## src/rtl/prim_debounce_filter_pkg.sv

```systemverilog
// prim_debounce_filter_pkg: shared types and helpers for the debounce filter.
package prim_debounce_filter_pkg;

  typedef struct packed {
    logic rise;
    logic fall;
  } edge_t;

  function automatic edge_t edge_detect(logic prev, logic next);
    return '{rise: next & ~prev, fall: prev & ~next};
  endfunction

endpackage

```

## src/rtl/prim_flop_sync_chain.sv

```systemverilog
// prim_flop_sync_chain: plain flop chain resynchronising an asynchronous input.
module prim_flop_sync_chain #(
  parameter int unsigned     Width      = 1,
  parameter int unsigned     Stages     = 2,
  parameter logic [Width-1:0] ResetValue = '0
) (
  input  logic             clk_i,
  input  logic             rst_ni,
  input  logic [Width-1:0] d_i,
  output logic [Width-1:0] q_o
);

  logic [Stages-1:0][Width-1:0] sync_q;

  // shift the input through the stages with no logic in between
  always_ff @(posedge clk_i or negedge rst_ni) begin
    if (!rst_ni) sync_q <= {Stages{ResetValue}};
    else         sync_q <= {sync_q[Stages-2:0], d_i};
  end

  assign q_o = sync_q[Stages-1];

endmodule

```

## src/rtl/prim_debounce_filter.sv

```systemverilog
// prim_debounce_filter: synchronise a noisy input and pass only levels that stay stable.
module prim_debounce_filter
  import prim_debounce_filter_pkg::*;
#(
  parameter int unsigned SyncStages = 2,
  parameter int unsigned CntWidth   = 16,
  parameter logic        ResetValue = 1'b0
) (
  input  logic                clk_i,
  input  logic                rst_ni,
  input  logic                enable_i,
  input  logic [CntWidth-1:0] thresh_i,
  input  logic                d_i,
  output logic                q_o,
  output logic                rise_o,
  output logic                fall_o,
  output logic                busy_o
);

  logic                d_sync, d_prev_q, q_q, q_d, rise_q, fall_q;
  logic [CntWidth-1:0] cnt_q, cnt_d;
  edge_t               edge_d;

  prim_flop_sync_chain #(
    .Width      (1),
    .Stages     (SyncStages),
    .ResetValue (ResetValue)
  ) u_sync (
    .clk_i  (clk_i),
    .rst_ni (rst_ni),
    .d_i    (d_i),
    .q_o    (d_sync)
  );

  // counter saturates at thresh_i; compare is live so a lowered threshold qualifies at once
  always_comb begin
    cnt_d  = (!enable_i || d_sync != d_prev_q) ? '0 :
             (cnt_q < thresh_i) ? cnt_q + 1'b1 : cnt_q;
    q_d    = (!enable_i || (d_sync == d_prev_q && cnt_q >= thresh_i)) ? d_sync : q_q;
    edge_d = edge_detect(q_q, q_d);
  end

  // filter state and registered edge pulses
  always_ff @(posedge clk_i or negedge rst_ni) begin
    if (!rst_ni) begin
      cnt_q    <= '0;
      d_prev_q <= ResetValue;
      q_q      <= ResetValue;
      rise_q   <= 1'b0;
      fall_q   <= 1'b0;
    end else begin
      cnt_q    <= cnt_d;
      d_prev_q <= d_sync;
      q_q      <= q_d;
      rise_q   <= edge_d.rise;
      fall_q   <= edge_d.fall;
    end
  end

  assign q_o    = q_q;
  assign rise_o = rise_q;
  assign fall_o = fall_q;
  assign busy_o = d_sync ^ q_q;

endmodule
```

## config.mk

```make
export PLATFORM = sky130hd
export DESIGN_NAME = prim_debounce_filter
export DESIGN_NICKNAME = d
export VERILOG_FILES = /design/src/rtl/prim_debounce_filter_pkg.sv /design/src/rtl/prim_flop_sync_chain.sv /design/src/rtl/prim_debounce_filter.sv
export SDC_FILE = /design/constraint.sdc
export NUM_CORES = 1
export LEC_CHECK = 0
export CAP_MARGIN = 0
export CORE_MARGIN = 2
export CORE_UTILIZATION = 45
export CTS_CLUSTER_SIZE = 25
export DETAILED_ROUTE_END_ITERATION = 7
export PLACE_DENSITY = 0.69
export SLEW_MARGIN = 40
export SYNTH_ARGS = -nofsm -noshare
export SYNTH_HDL_FRONTEND = slang
export SYNTH_SLANG_ARGS = --single-unit
```

## constraint.sdc

```tcl
create_clock -name clk_i -period 2.5 [get_ports clk_i]
set_input_delay 0.75 -clock clk_i [delete_from_list [all_inputs] [get_ports clk_i]]
set_output_delay 0.75 -clock clk_i [all_outputs]
set_load 0.05 [all_outputs]
```

==> metrics.yaml, run 1 <==
route:
  detailroute.via_count: 1527
  antenna_left: 0
  drt_first_pass_iters: 4
  wirelength_mm: 4.332
  drt_first_iter_violations: 57
  detail_route.vias_per_cell: 5.513
  drcViolationCount: 0
  routedWlPerCell_um: 15.64
timing:
  fin_worst_skew_ns: 0.001123
  slew-limit-headroom_pct: 66.37
  slew_worst_pin_ns: 0.4918
  timing.final.setup_violations: 2
  clock.fmax_ghz: 0.3938
  setup_tns_after_final_layout_ns: -0.04686
  worst_slack_ns: -0.03946
  finalMaxSlewViolations: 0
  hold_viol: 0
  grt_setup_unrepaired: "true"
  finalCritPeriodShare_pct: 101.6
  finalWorstPathRequiredPeriod_ns: 2.539
placement:
  finalWeightedCongestion: 0.7559
  placement.cell_area_mm2: 0.001899
  placement.io_buffers: 23
  half_perimeter_wire_length_after_detailed_placement_mm: 2.589
  numPlacedInstances: 259
power:
  combinational_share_of_power_pct: 19.5
  power.share.switching_pct: 26.30
  power.density_cell_area_mw_per_mm2: 347.1
  clock_power_share_pct: 34.5
  p_int_uw: 597.8
  ir_worst_vdd_mv: 0.2932
  power.static_leakage_nw: 0.9904
  power.switching_uw: 213.4
  power.share.sequential_pct: 46.0
die:
  fp.coreArea_mm2: 0.003284
  chipWidth_um: 62.24
  chipHeight_um: 62.24
  die-area_mm2: 0.003874
  standard_cell_row_count: 21
  number_of_primary_i_o_pins: 24
  initial_core_util_pct: 46.48
cts:
  number_of_sinks_driven_by_the_clock_tree: 22
  tritoncts.num_buffers: 3
  clock_tree.buffer_depth: 2
  cts_max_level: 1
  cts_tree: "yes"
  worstSkewPairLatency_ns: 0.31
  root_buffer: "sky130_fd_sc_hd__clkbuf_4"
  clk_transition_reported_paths_ns: 0.13
run_status:
  status: "finished, violations left"
  violations: "negative setup slack"
yosys:
  synth.yosys.seq_area_share_pct: 36.07
  synth-warning-count: 0
  number_of_nets_produced_by_synthesis: 215
  mappedNetlistArea_mm2: 0.001526
  asyncSetResetFlopFracSynth_pct: 100.0
  synth.ff_latch_count: 22
  syn_inst: 178
  synth_edf_count: 0
  ys.flop_type: "sky130_fd_sc_hd__dfrtp_1"
  syn-mean-instance-area_um2: 8.576
  yosys_cell_types: 37
global_route:
  global_route_wire_length_before_repair_mm: 7.265
  first_global_vias: 1633
  grt.overflow.total: 0
  grtUsageTotal_pct: 22.98
  grt_max_degree: 23
  initial_antenna_violation_count: 0
cells_and_area:
  stdcell_area_mm2: 0.002337
  design.final.nets: 269
  regArea_um2: 550.5
  stdcell_count: 277
  num_antenna_cells: 0
  nFillCells: 237
  post_route_cells_drive_above_1_share_pct: 40.26
  relative_area_change_from_synthesis_to_final_layout_pct: 53.11
  utilization_pct: 71.16
  multi_input_comb_area_mm2: 0.001161
critical_path:
  setup.worst_path.start_class: "input port"
  setup.worst_path.start: "thresh_i[14]"
  worst_ep_arrival_time_ns: 2.79
  path_max_fanout: 4
  cp_data_required_time_ns: 2.75
  worstSetupPathType: "input port to flop"
  worst_reg2reg_path_startpoint: "cnt_q[14]"
  critical_path.endpoint_type: "flop"
worst_hold_path:
  hp-start: "u_sync.sync_q[0]"
  worst_hold_path_type: "flop to flop"
run:
  max_cap_violations: 0
[cells in the mapped netlist (all sizes together) (2+ instances only)]
cell type / n / area share, %
inv: 23 / 5.7
nor4: 2 / 0.82
or4: 4 / 2.0
nand4: 4 / 1.6
buf: 2 / 1.1
nand3: 6 / 2.8
o21ai: 9 / 3.0
ha: 17 / 14
nand2b: 5 / 2.0
o31ai: 3 / 1.5
xnor2: 2 / 1.1
dfrtp: 22 / 36
and2: 2 / 0.82
nor2: 10 / 2.5
mux2i: 2 / 1.3
xor2: 3 / 1.7
or3: 5 / 2.0
a21oi: 18 / 5.9
nor3: 6 / 2.3
nand2: 20 / 4.9
[cells by family after synthesis]
group | count (synthesis) | share of synthesized area (%)
and+or+nand+nor | 68 | 24.10
AOI/OAI and AO/OA | 38 | 14.43
buffers and inverters | 26 | 7.295
DFF | 22 | 36.07
adders and majority gates | 17 | 13.93
xor gates and xnor gates | 5 | 2.869
muxes | 2 | 1.312
[power by group through the flow]
| stage | clock (mW) | sequential (mW) | combinational [mW] |
|---|---|---|---|
| 4_1_cts | 0.283 | 0.372 | 0.142 |
| 5_1_grt | 0.297 | 0.374 | 0.173 |
| 3_5_place_dp | 0 | 0.379 | 0.127 |
| 2_1_floorplan | 0 | 0.389 | 0.0523 |
| 6_report | 0.280 | 0.373 | 0.158 |
| 3_3_place_gp | 0 | 0.378 | 0.124 |
[placed cells by master, fill, tap and decap left out, types with 3 or more instances in the layout]
cell type,instances
sky130_fd_sc_hd__a21oi_2,7
sky130_fd_sc_hd__xor2_1,3
sky130_fd_sc_hd__dlygate4sd2_1,5
sky130_fd_sc_hd__or3_1,4
sky130_fd_sc_hd__ha_1,3
sky130_fd_sc_hd__clkdlybuf4s50_1,7
sky130_fd_sc_hd__nor2_1,10
sky130_fd_sc_hd__clkbuf_4,3
sky130_fd_sc_hd__nand2b_1,4
sky130_fd_sc_hd__nand4_1,4
sky130_fd_sc_hd__inv_1,9
sky130_fd_sc_hd__nand3_1,5
sky130_fd_sc_hd__nand2_1,18
sky130_fd_sc_hd__a21oi_1,9
sky130_fd_sc_hd__ha_4,13
sky130_fd_sc_hd__inv_2,13
sky130_fd_sc_hd__or4_1,3
sky130_fd_sc_hd__nor3_1,3
sky130_fd_sc_hd__dfrtp_1,22
sky130_fd_sc_hd__buf_4,27
sky130_fd_sc_hd__clkbuf_2,5
sky130_fd_sc_hd__o21ai_0,6
sky130_fd_sc_hd__buf_6,4
[critical path: stages]
cell and delay, ns:
sky130_fd_sc_hd__clkbuf_2 0.09, sky130_fd_sc_hd__inv_2 0.06, sky130_fd_sc_hd__ha_4 0.19, sky130_fd_sc_hd__buf_4 0.13, sky130_fd_sc_hd__a21oi_1 0.20, sky130_fd_sc_hd__a21boi_1 0.17
sky130_fd_sc_hd__a21oi_2 0.21, sky130_fd_sc_hd__nand4_1 0.20, sky130_fd_sc_hd__buf_6 0.19, sky130_fd_sc_hd__buf_6 0.11, sky130_fd_sc_hd__or3_4 0.36, sky130_fd_sc_hd__a21oi_2 0.14
[final timing paths]
check | to | depth (start not counted) | slack, ns
setup reg to reg | cnt_q[11] | 10 | 0
max in group asynchronous | cnt_q[2] | 2 | 1.50
min in group asynchronous | cnt_q[0] | 2 | 0.77
hold / removal | u_sync.q_o | 0 | 0.37
hold reg to reg | u_sync.q_o | 0 | 0.37
setup / recovery | cnt_q[11] | 12 | -0.04
[stage by stage]
stage	setup slack (ns)	total power, mW	hold slack (ns)
detailed placement	-0.6366	0.5058	0.3492
CTS	0.01217	0.7971	0.3798
floorplan	0.01702	0.4413	0.3312
global placement	-0.5831	0.5014	0.3383
global route	-0.09216	0.8443	0.3811
finish	-0.03946	0.8112	0.3749
[area by class of cell]
| type | instances | share of cell area, % |
|---|---|---|
| clock buffers | 3 | 0.9636 |
| inverters | 23 | 3.801 |
| well taps | 46 | 2.463 |
| multi-input cells | 130 | 49.68 |
| clock inverters | 1 | 1.285 |
| flip-flops and latches | 22 | 23.55 |
| repair buffers | 52 | 18.25 |
[what timing repair did]
action                                  4_1_cts  5_1_grt
gates resized for setup                      63       33
hold buffers                                  0        0
pin swaps                                    36       17
endpoints found under the setup margin       19       17
gates cloned                                  2        0
buffers inserted                             12        2
[layer usage]
| layer | wire length [um] | GRT usage [%] | up-vias | part of all wire, % |
|---|---|---|---|---|
| li1 | - | - | 728 | - |
| met2 | 2212 | 41.58 | 41 | 51 |
| met3 | 200 | 4.167 | 6 | 4.6 |
| met5 | 0 | 0 | - | 0 |
| met4 | 67 | 6.389 | 0 | 1.5 |
| met1 | 1851 | 27.99 | 752 | 43 |
[state kept, by name, indices dropped and copies added (netlist names)]
name,count
rise_o,1
fall_o,1
u_sync.q_o,1
u_sync.sync_q,1
cnt_q,16
d_prev_q,1
q_o,1
Note: power is estimated with default switching activity, not from simulation.
==> run 2: changes to the inputs <==
PLACE_DENSITY = default   (was 0.69)
PLACE_DENSITY_LB_ADDON = 0.15   (was default)
==> metrics.yaml, run 2 (synthesis results as in run 1) <==
route:
  routedWlPerCell_um: 14.91  # -4.6%
  drt_first_iter_violations: 84  # +47%
  antenna_left: 0  # unchanged
  drcViolationCount: 0  # unchanged
  drt_first_pass_iters: 4  # unchanged
  detailroute.via_count: 1515  # -0.79%
  detail_route.vias_per_cell: 5.529  # +0.30%
  wirelength_mm: 4.086  # -5.7%
power:
  power.density_cell_area_mw_per_mm2: 340.3  # -2.0%
  power.share.sequential_pct: 46.2  # +0.2 points
  power.switching_uw: 207.5  # -2.8%
  power.share.switching_pct: 25.77  # -0.53 points
  clock_power_share_pct: 34.2  # -0.3 points
  combinational_share_of_power_pct: 19.6  # about the same
  p_int_uw: 597.6  # about the same
  power.static_leakage_nw: 1.020  # +3.0%
  ir_worst_vdd_mv: 0.2683  # -8.5%
die:
  die-area_mm2: 0.003874  # unchanged
  number_of_primary_i_o_pins: 24  # unchanged
  chipHeight_um: 62.24  # unchanged
  chipWidth_um: 62.24  # unchanged
  fp.coreArea_mm2: 0.003284  # unchanged
  initial_core_util_pct: 46.48  # unchanged
  standard_cell_row_count: 21  # unchanged
global_route:
  initial_antenna_violation_count: 0  # unchanged
  grt_max_degree: 23  # unchanged
  grt.overflow.total: 0  # unchanged
  grtUsageTotal_pct: 21.93  # -1.0 points
  global_route_wire_length_before_repair_mm: 6.803  # -6.4%
  first_global_vias: 1561  # -4.4%
worst_hold_path:
  holdPathStages: 0  # unchanged
  worst_hold_path_type: "flop to flop"
  hp-start: "u_sync.sync_q[0]"
  worstHoldEndpoint: "u_sync.q_o"
cts:
  worstSkewPairLatency_ns: 0.31  # about the same
  tritoncts.num_buffers: 3  # unchanged
  clock_tree.buffer_depth: 2  # unchanged
  cts_max_level: 1  # unchanged
  clk_transition_reported_paths_ns: 0.12  # about the same
  cts_tree: "yes"
  root_buffer: "sky130_fd_sc_hd__clkbuf_4"
  number_of_sinks_driven_by_the_clock_tree: 22  # unchanged
placement:
  placement.cell_area_mm2: 0.001914  # +0.79%
  numPlacedInstances: 261  # +0.77%
  half_perimeter_wire_length_after_detailed_placement_mm: 2.753  # +6.3%
  dp_slack_ns: -0.6167  # +0.01990 ns
  finalWeightedCongestion: 0.9361  # +24%
  placement.io_buffers: 23  # unchanged
timing:
  clock.fmax_ghz: 0.3971  # +0.83%
  worst_slack_ns: -0.01853  # +0.02093 ns
  slew_worst_pin_ns: 0.4938  # +0.002042 ns
  finalWorstPathRequiredPeriod_ns: 2.519  # -0.02093 ns
  finalMaxSlewViolations: 0  # unchanged
  timing.final.setup_violations: 1  # -1
  finalCritPeriodShare_pct: 100.7  # -0.84 points
  hold_viol: 0  # unchanged
  slew-limit-headroom_pct: 66.98  # +0.61 points
  fin_worst_skew_ns: 0.002750  # +0.001627 ns
cells_and_area:
  design.final.nets: 266  # -1.1%
  flip_flop_count_of_the_largest_register_after_layout: 16  # unchanged
  num_antenna_cells: 0  # unchanged
  post_route_cells_drive_above_1_share_pct: 36.84  # -3.4 points
  relative_area_change_from_synthesis_to_final_layout_pct: 55.00
  registers.top_by_ff_count: "cnt_q"
  mostFrequentLayoutCell: "sky130_fd_sc_hd__buf_4"
  stdcell_area_mm2: 0.002366  # +1.2%
  nFillCells: 242  # +2.1%
  stdcell_count: 274  # -1.1%
  layout_common_cells: "sky130_fd_sc_hd__buf_4 (23), sky130_fd_sc_hd__dfrtp_1 (22), sky130_fd_sc_hd__nand2_1 (17)"
critical_path:
  reg2reg_setup_slack_ns: 0.10  # +0.10 ns
  critical_path.endpoint_type: "flop"
  path_max_fanout: 10  # +6
  worst_ep_arrival_time_ns: 2.75  # -0.04 ns
  worstSetupPathType: "input port to flop"
  setup.worst_path.start_class: "input port"
  cp_data_required_time_ns: 2.73  # -0.02 ns
  worstRegToRegCells: 11  # +1
  critical_path.reg2reg.endpoint: "cnt_q[7]"
  worst_reg2reg_path_startpoint: "cnt_q[14]"
run_status:
  status: "finished, violations left"
  violations: "negative setup slack"
run:
  max_cap_violations: 0  # unchanged
-- run 2: cell count changes in the layout (fill, tap and decap cells not counted), moves of 2 or more --
cell                              change
sky130_fd_sc_hd__buf_4                -4
sky130_fd_sc_hd__clkbuf_2             -4
sky130_fd_sc_hd__clkdlybuf4s15_1      +2
sky130_fd_sc_hd__dlygate4sd2_1        +2
sky130_fd_sc_hd__dlymetal6s2s_1       +2
sky130_fd_sc_hd__ha_1                 +2
sky130_fd_sc_hd__nand2_2              +2
sky130_fd_sc_hd__nor3_4               +2
-- run 2: repair_timing --
item | in CTS | in global routing
hold buffers | 0 | 0
resized for setup | 49 | 38
setup endpoints to repair | 18 | 14
pin swaps | 31 | 17
cloned | 1 | 0
setup buffers | 6 | 3
-- run 2: how the worst max path moves through the flow --
| stage | start | endpoint | slack [ns] | cells after the start |
|---|---|---|---|---|
| floorplan | thresh_i[7] | cnt_q[14] | 0.02 | 9 |
| global placement | thresh_i[7] | cnt_q[9] | -0.52 | 11 |
| detailed placement | thresh_i[7] | cnt_q[12] | -0.62 | 10 |
| CTS | thresh_i[4] | cnt_q[2] | -0.02 | 11 |
| global route | thresh_i[13] | cnt_q[7] | -0.07 | 13 |
| finish | thresh_i[13] | cnt_q[7] | -0.02 | 13 |
-- run 2: through the flow --
| stage | utilization (%) | hold slack (ns) | power [mW] | setup TNS [ns] |
|---|---|---|---|---|
| 3_5_place_dp | 58.29 | 0.3420 | 0.5080 | -9.134 |
| 4_1_cts | 66.67 | 0.3705 | 0.8002 | -0.04528 |
| 3_3_place_gp | 58.29 | 0.3366 | 0.5026 | -8.249 |
| 5_1_grt | 72.04 | 0.3772 | 0.8513 | -0.4750 |
| 2_1_floorplan | - | 0.3312 | 0.4413 | 0 |
| 6_report | 72.04 | 0.3670 | 0.8051 | -0.01853 |
-- run 2: power groups by stage --
stage	Sequential (mW)	Clock, mW	Combinational (mW)
after global routing	0.374	0.304	0.173
final	0.372	0.275	0.158
after global placement	0.378	0	0.125
after floorplan	0.389	0	0.0523
after CTS	0.372	0.286	0.143
after detailed placement	0.378	0	0.130
-- run 2: metal layers --
layer	global-route usage, %	up-vias	share of wire, %
met5	0	-	0
met4	8.889	0	2.5
met3	3.080	10	3.3
met2	41.17	36	54
met1	24.85	745	40
li1	-	724	-
-- run 2: worst max-delay path, stage by stage --
cell and delay [ns]:
sky130_fd_sc_hd__clkdlybuf4s15_1 0.19, sky130_fd_sc_hd__inv_2 0.05, sky130_fd_sc_hd__ha_4 0.26, sky130_fd_sc_hd__nand4_1 0.15, sky130_fd_sc_hd__buf_4 0.17, sky130_fd_sc_hd__buf_4 0.13, sky130_fd_sc_hd__nor4_4 0.22, sky130_fd_sc_hd__o21ai_4 0.11
sky130_fd_sc_hd__buf_4 0.16, sky130_fd_sc_hd__nand4_1 0.07, sky130_fd_sc_hd__buf_4 0.16, sky130_fd_sc_hd__o21ai_0 0.11, sky130_fd_sc_hd__a21oi_1 0.22
-- run 2: area by class of cell --
| class | count | area [um2] | area share [%] |
|---|---|---|---|
| Clock buffer | 3 | 22.52 | 0.9519 |
| Sequential cell | 22 | 550.5 | 23.27 |
| Tap cell | 46 | 57.56 | 2.433 |
| Timing Repair Buffer | 49 | 434.2 | 18.35 |
| Clock inverter | 1 | 30.03 | 1.269 |
| Multi-Input combinational cell | 130 | 1185 | 50.08 |
| Inverter | 23 | 86.33 | 3.649 |
==> RTL edit 1: new RTL, flow settings as in run 2 <==
The parameter `SyncStages` goes from 2 to 4.
--- a/src/rtl/prim_debounce_filter.sv
+++ b/src/rtl/prim_debounce_filter.sv
@@ -3,5 +3,5 @@
   import prim_debounce_filter_pkg::*;
 #(
-  parameter int unsigned SyncStages = 2,
+  parameter int unsigned SyncStages = 4,
   parameter int unsigned CntWidth   = 16,
   parameter logic        ResetValue = 1'b0
Behaviour: not the same (Yosys sat finds a counterexample within 4 cycles, from zero or initial values and one cycle with rst_ni low).
==> RTL edit 1 against run 2 <==
Power is 4.8% higher. Area after synthesis is 3.3% higher. Sequential cell count increased by 2. Sequential power increased by 9.4%. Core utilization down 0.24 points. Clock skew grew 0.0026 ns. Routed wire length is 4.5% higher. Cell area is 2.1% higher. Setup slack better by 0.051 ns. Synthesized cell count increased by 1.1%. Highest routed layer unchanged.
==> RTL edit 1: results (changes against run 2) <==
P per Cell Area: 349 nW/um2 (+2.7%)
buffering overhead: 18.2% (-0.11 points)
wirelength, routed: 4.27 mm (+4.5%)
Non-Filler Instances: 279 (+1.8%)
sequential-to-total area share from yosys stat: 38.1% (+2.0 points)
gpl congestion: 0.787 (-16%)
GRT met2 Usage: 39.6% (-1.5 points)
Max rail drop VDD: 312 uV (+16%)
slowest CP cell: or3_4
Post-Syn Instances: 180 (+1.1%)
Repair and plain buffers: 52 (+6.1%)
global-route wire length before repair: 6.89 mm (+1.2%)
die span in x: 63.2 um (+1.5%)
wire length on met2: 2.24 mm (+0.95%)
Seq area share: 24.9% (+1.6 points)
Reg-to-Reg Start: cnt_q[13]
R2R cell count: 10 (-1)
total internal power: 0.631 mW (+5.5%)
share of layout cells above drive strength 1: 39.9% (+3.1 points)
Reg-to-Reg End: cnt_q[11]
status: finished, final reports clean
Gate power share: 18.6% (-1.0 points)
Crit path max-delay family: simple AND/OR/NAND/NOR gates
worst stage delay on the critical path: 0.36 ns (+0.10 ns)
Seq group: 0.407 mW (+9.4%)
wl on met1: 1.73 mm (+6.3%)
Tot GR Track Use: 21.8% (-0.13 points)
number of sequential cells: 24 (+9.1%)
hold slack: 0.372 ns (+0.00511 ns)
synth top area cells: dfrtp_1 38%, ha_1 13%, a21oi_1 5.7%
hold wc startpoint: u_sync.sync_q[2]
Clock buf/inv share: 2.18% (-0.045 points)
met1 usage: 26.1% (+1.3 points)
## RTL edit 1: worst reg2reg max path: cells and delay by family, from the launching register on
kind,cells,cell delay [ns]
buffers and inverters,3,0.53
DFF,1,0.47
adders and majority gates,1,0.27
AOI/OAI and AO/OA,1,0.13
and+or+nand+nor,5,0.94
## RTL edit 1: cell families after synthesis
logic type,count (synthesis),share of synthesized area (%)
adders and majority gates,17,13.5
buffers and inverters,26,7.06
and+or+nand+nor,68,23.3
xor gates and xnor gates,5,2.78
DFF,24,38.1
AOI/OAI and AO/OA,38,14.0
muxes,2,1.27
## RTL edit 1: per-stage QoR
step	setup WS [ns]	TNS [ns]
after floorplan	0.0170	0
after global placement	-0.614	-9.00
after detailed placement	-0.702	-10.33
after CTS	0.00623	0
after global routing	-0.0729	-0.219
final	0.0320	0
## RTL edit 1: what timing repair did
action                                  CTS  global route
hold buffers                              0             0
gates cloned                              1             0
gates resized for setup                  59            32
setup buffers                            12             4
pin swaps                                33            19
endpoints found under the setup margin   19            16
==> RTL edit 2: new RTL, settings of run 2 <==
Made on the original files. The output `rise_o` loses its register stage (`rise_q` becomes a continuous assignment).
--- a/src/rtl/prim_debounce_filter.sv
+++ b/src/rtl/prim_debounce_filter.sv
@@ -47,5 +47,4 @@
       d_prev_q <= ResetValue;
       q_q      <= ResetValue;
-      rise_q   <= 1'b0;
       fall_q   <= 1'b0;
     end else begin
@@ -53,8 +52,9 @@
       d_prev_q <= d_sync;
       q_q      <= q_d;
-      rise_q   <= edge_d.rise;
       fall_q   <= edge_d.fall;
     end
   end
+
+  assign rise_q = edge_d.rise;
 
   assign q_o    = q_q;
Behaviour: not the same (Yosys sat finds a counterexample within 4 cycles, from zero or initial values and one cycle with rst_ni low).
==> RTL edit 2 against run 2 <==
Power decreased by 15%. Cell area up 2.5%. The flow still finishes with violations (setup timing). Largest power group unchanged. Area after synthesis down 1.6%. Cell count up 4.7%. Routed wire length up 6.5%. Largest cell class unchanged. Setup slack got worse by 0.53 ns. Critical path type is now in2out. Clock power fell by 40%. Sequential cell count decreased by 1. Fmax decreased by 17%.
==> RTL edit 2: results (changes against run 2) <==
share of layout cells above drive strength 1: 47.3% (+10 points)
Repair and plain buffers: 65 (+33%)
sequential-to-total area share from yosys stat: 35.0% (-1.1 points)
wirelength, routed: 4.35 mm (+6.5%)
failing checks: setup timing
CP Max Fanout: 4 (-6)
Fill cells: 218 (-9.9%)
placed cell count: 269 (+3.1%)
fraction of area in multi-input gates: 48.7% (-1.4 points)
Adder-Cell Fraction of Synth Area: 14.2% (+0.23 points)
GRT met2 Usage: 43.6% (+2.4 points)
Max rail drop VDD: 297 uV (+11%)
Compound-Gate Fraction of Synth Area: 14.7% (+0.24 points)
post-synthesis mux area share: 1.33% (+0.022 points)
Worst R2R Setup Slack: -0.10 ns (-0.20 ns)
met3 wire length: 185 um (+37%)
buffering overhead: 22.3% (+3.9 points)
per-cell routed wire length: 15.2 um (+1.7%)
met1 usage: 28.3% (+3.5 points)
Critical Path End: rise_o
Seq group: 0.355 mW (-5%)
vias in the first global route: 1524 (-2.4%)
commonest cells in the netlist: 23 x inv_1, 21 x dfrtp_1, 20 x nand2_1, 18 x a21oi_1, 17 x ha_1
final worst slack: -0.545 ns (-0.527 ns)
drt first-iter violations: 60 (-29%)
Reg-to-Reg End: cnt_q[12]
post-route setup TNS: -1.57 ns (-1.55 ns)
wl on met1: 1.73 mm (+6.2%)
Reg-to-Reg Start: cnt_q[12]
HPWL Detailed: 2.76 mm (+0.42%)
setup violators final: 11 (+10)
Worst-Margin Slew: 0.514 ns (+0.0201 ns)
Synth top area share: 35.0% (-1.1 points)
grt met3 use: 2.69% (-0.39 points)
register area: 526 um2 (-4.5%)
global-route wire length before repair: 6.60 mm (-3.0%)
CLK BUF: 4 (+1)
Tot GR Track Use: 23.5% (+1.6 points)
synth top area cells: dfrtp_1 35%, ha_1 14%, a21oi_1 6.0%
xor/xnor share of the synthesized area: 2.92% (+0.048 points)
status: complete, but fails checks
nets: 281 (+5.6%)
gpl congestion: 0.864 (-7.7%)
Clock buf/inv share: 1.08% (-1.1 points)
clk sink count: 21 (-4.5%)
dpl ws: -1.11 ns (-0.493 ns)
R2R cell count: 12 (+1)
Leak: 1.05 nW (+2.8%)
Fin Clk Skew: 0.00980 ns (+0.00705 ns)
[RTL edit 2: worst min-delay path by stage]
stage	start	to	depth (start not counted)
2_1_floorplan	u_sync.sync_q[0]	u_sync.q_o	0
3_3_place_gp	u_sync.sync_q[0]	u_sync.q_o	0
3_5_place_dp	u_sync.sync_q[0]	u_sync.q_o	0
4_1_cts	u_sync.sync_q[0]	u_sync.q_o	0
5_1_grt	u_sync.sync_q[0]	u_sync.q_o	0
6_report	u_sync.sync_q[0]	u_sync.q_o	0
[RTL edit 2: critical path: stages]
cell	delay [ns]
buf_2	0.08
inv_1	0.03
ha_1	0.26
nand4_1	0.11
buf_6	0.13
buf_4	0.11
nor2_2	0.04
nor3_4	0.24
nand3_2	0.12
o21ai_2	0.21
a21oi_4	0.08
buf_12	0.15
[RTL edit 2: repair_timing]
action                                  in CTS  in global routing
pin swaps                                   26                 15
endpoints found under the setup margin      19                  9
resized for setup                           76                 27
buffers inserted                             7                  6
gates cloned                                 1                  0
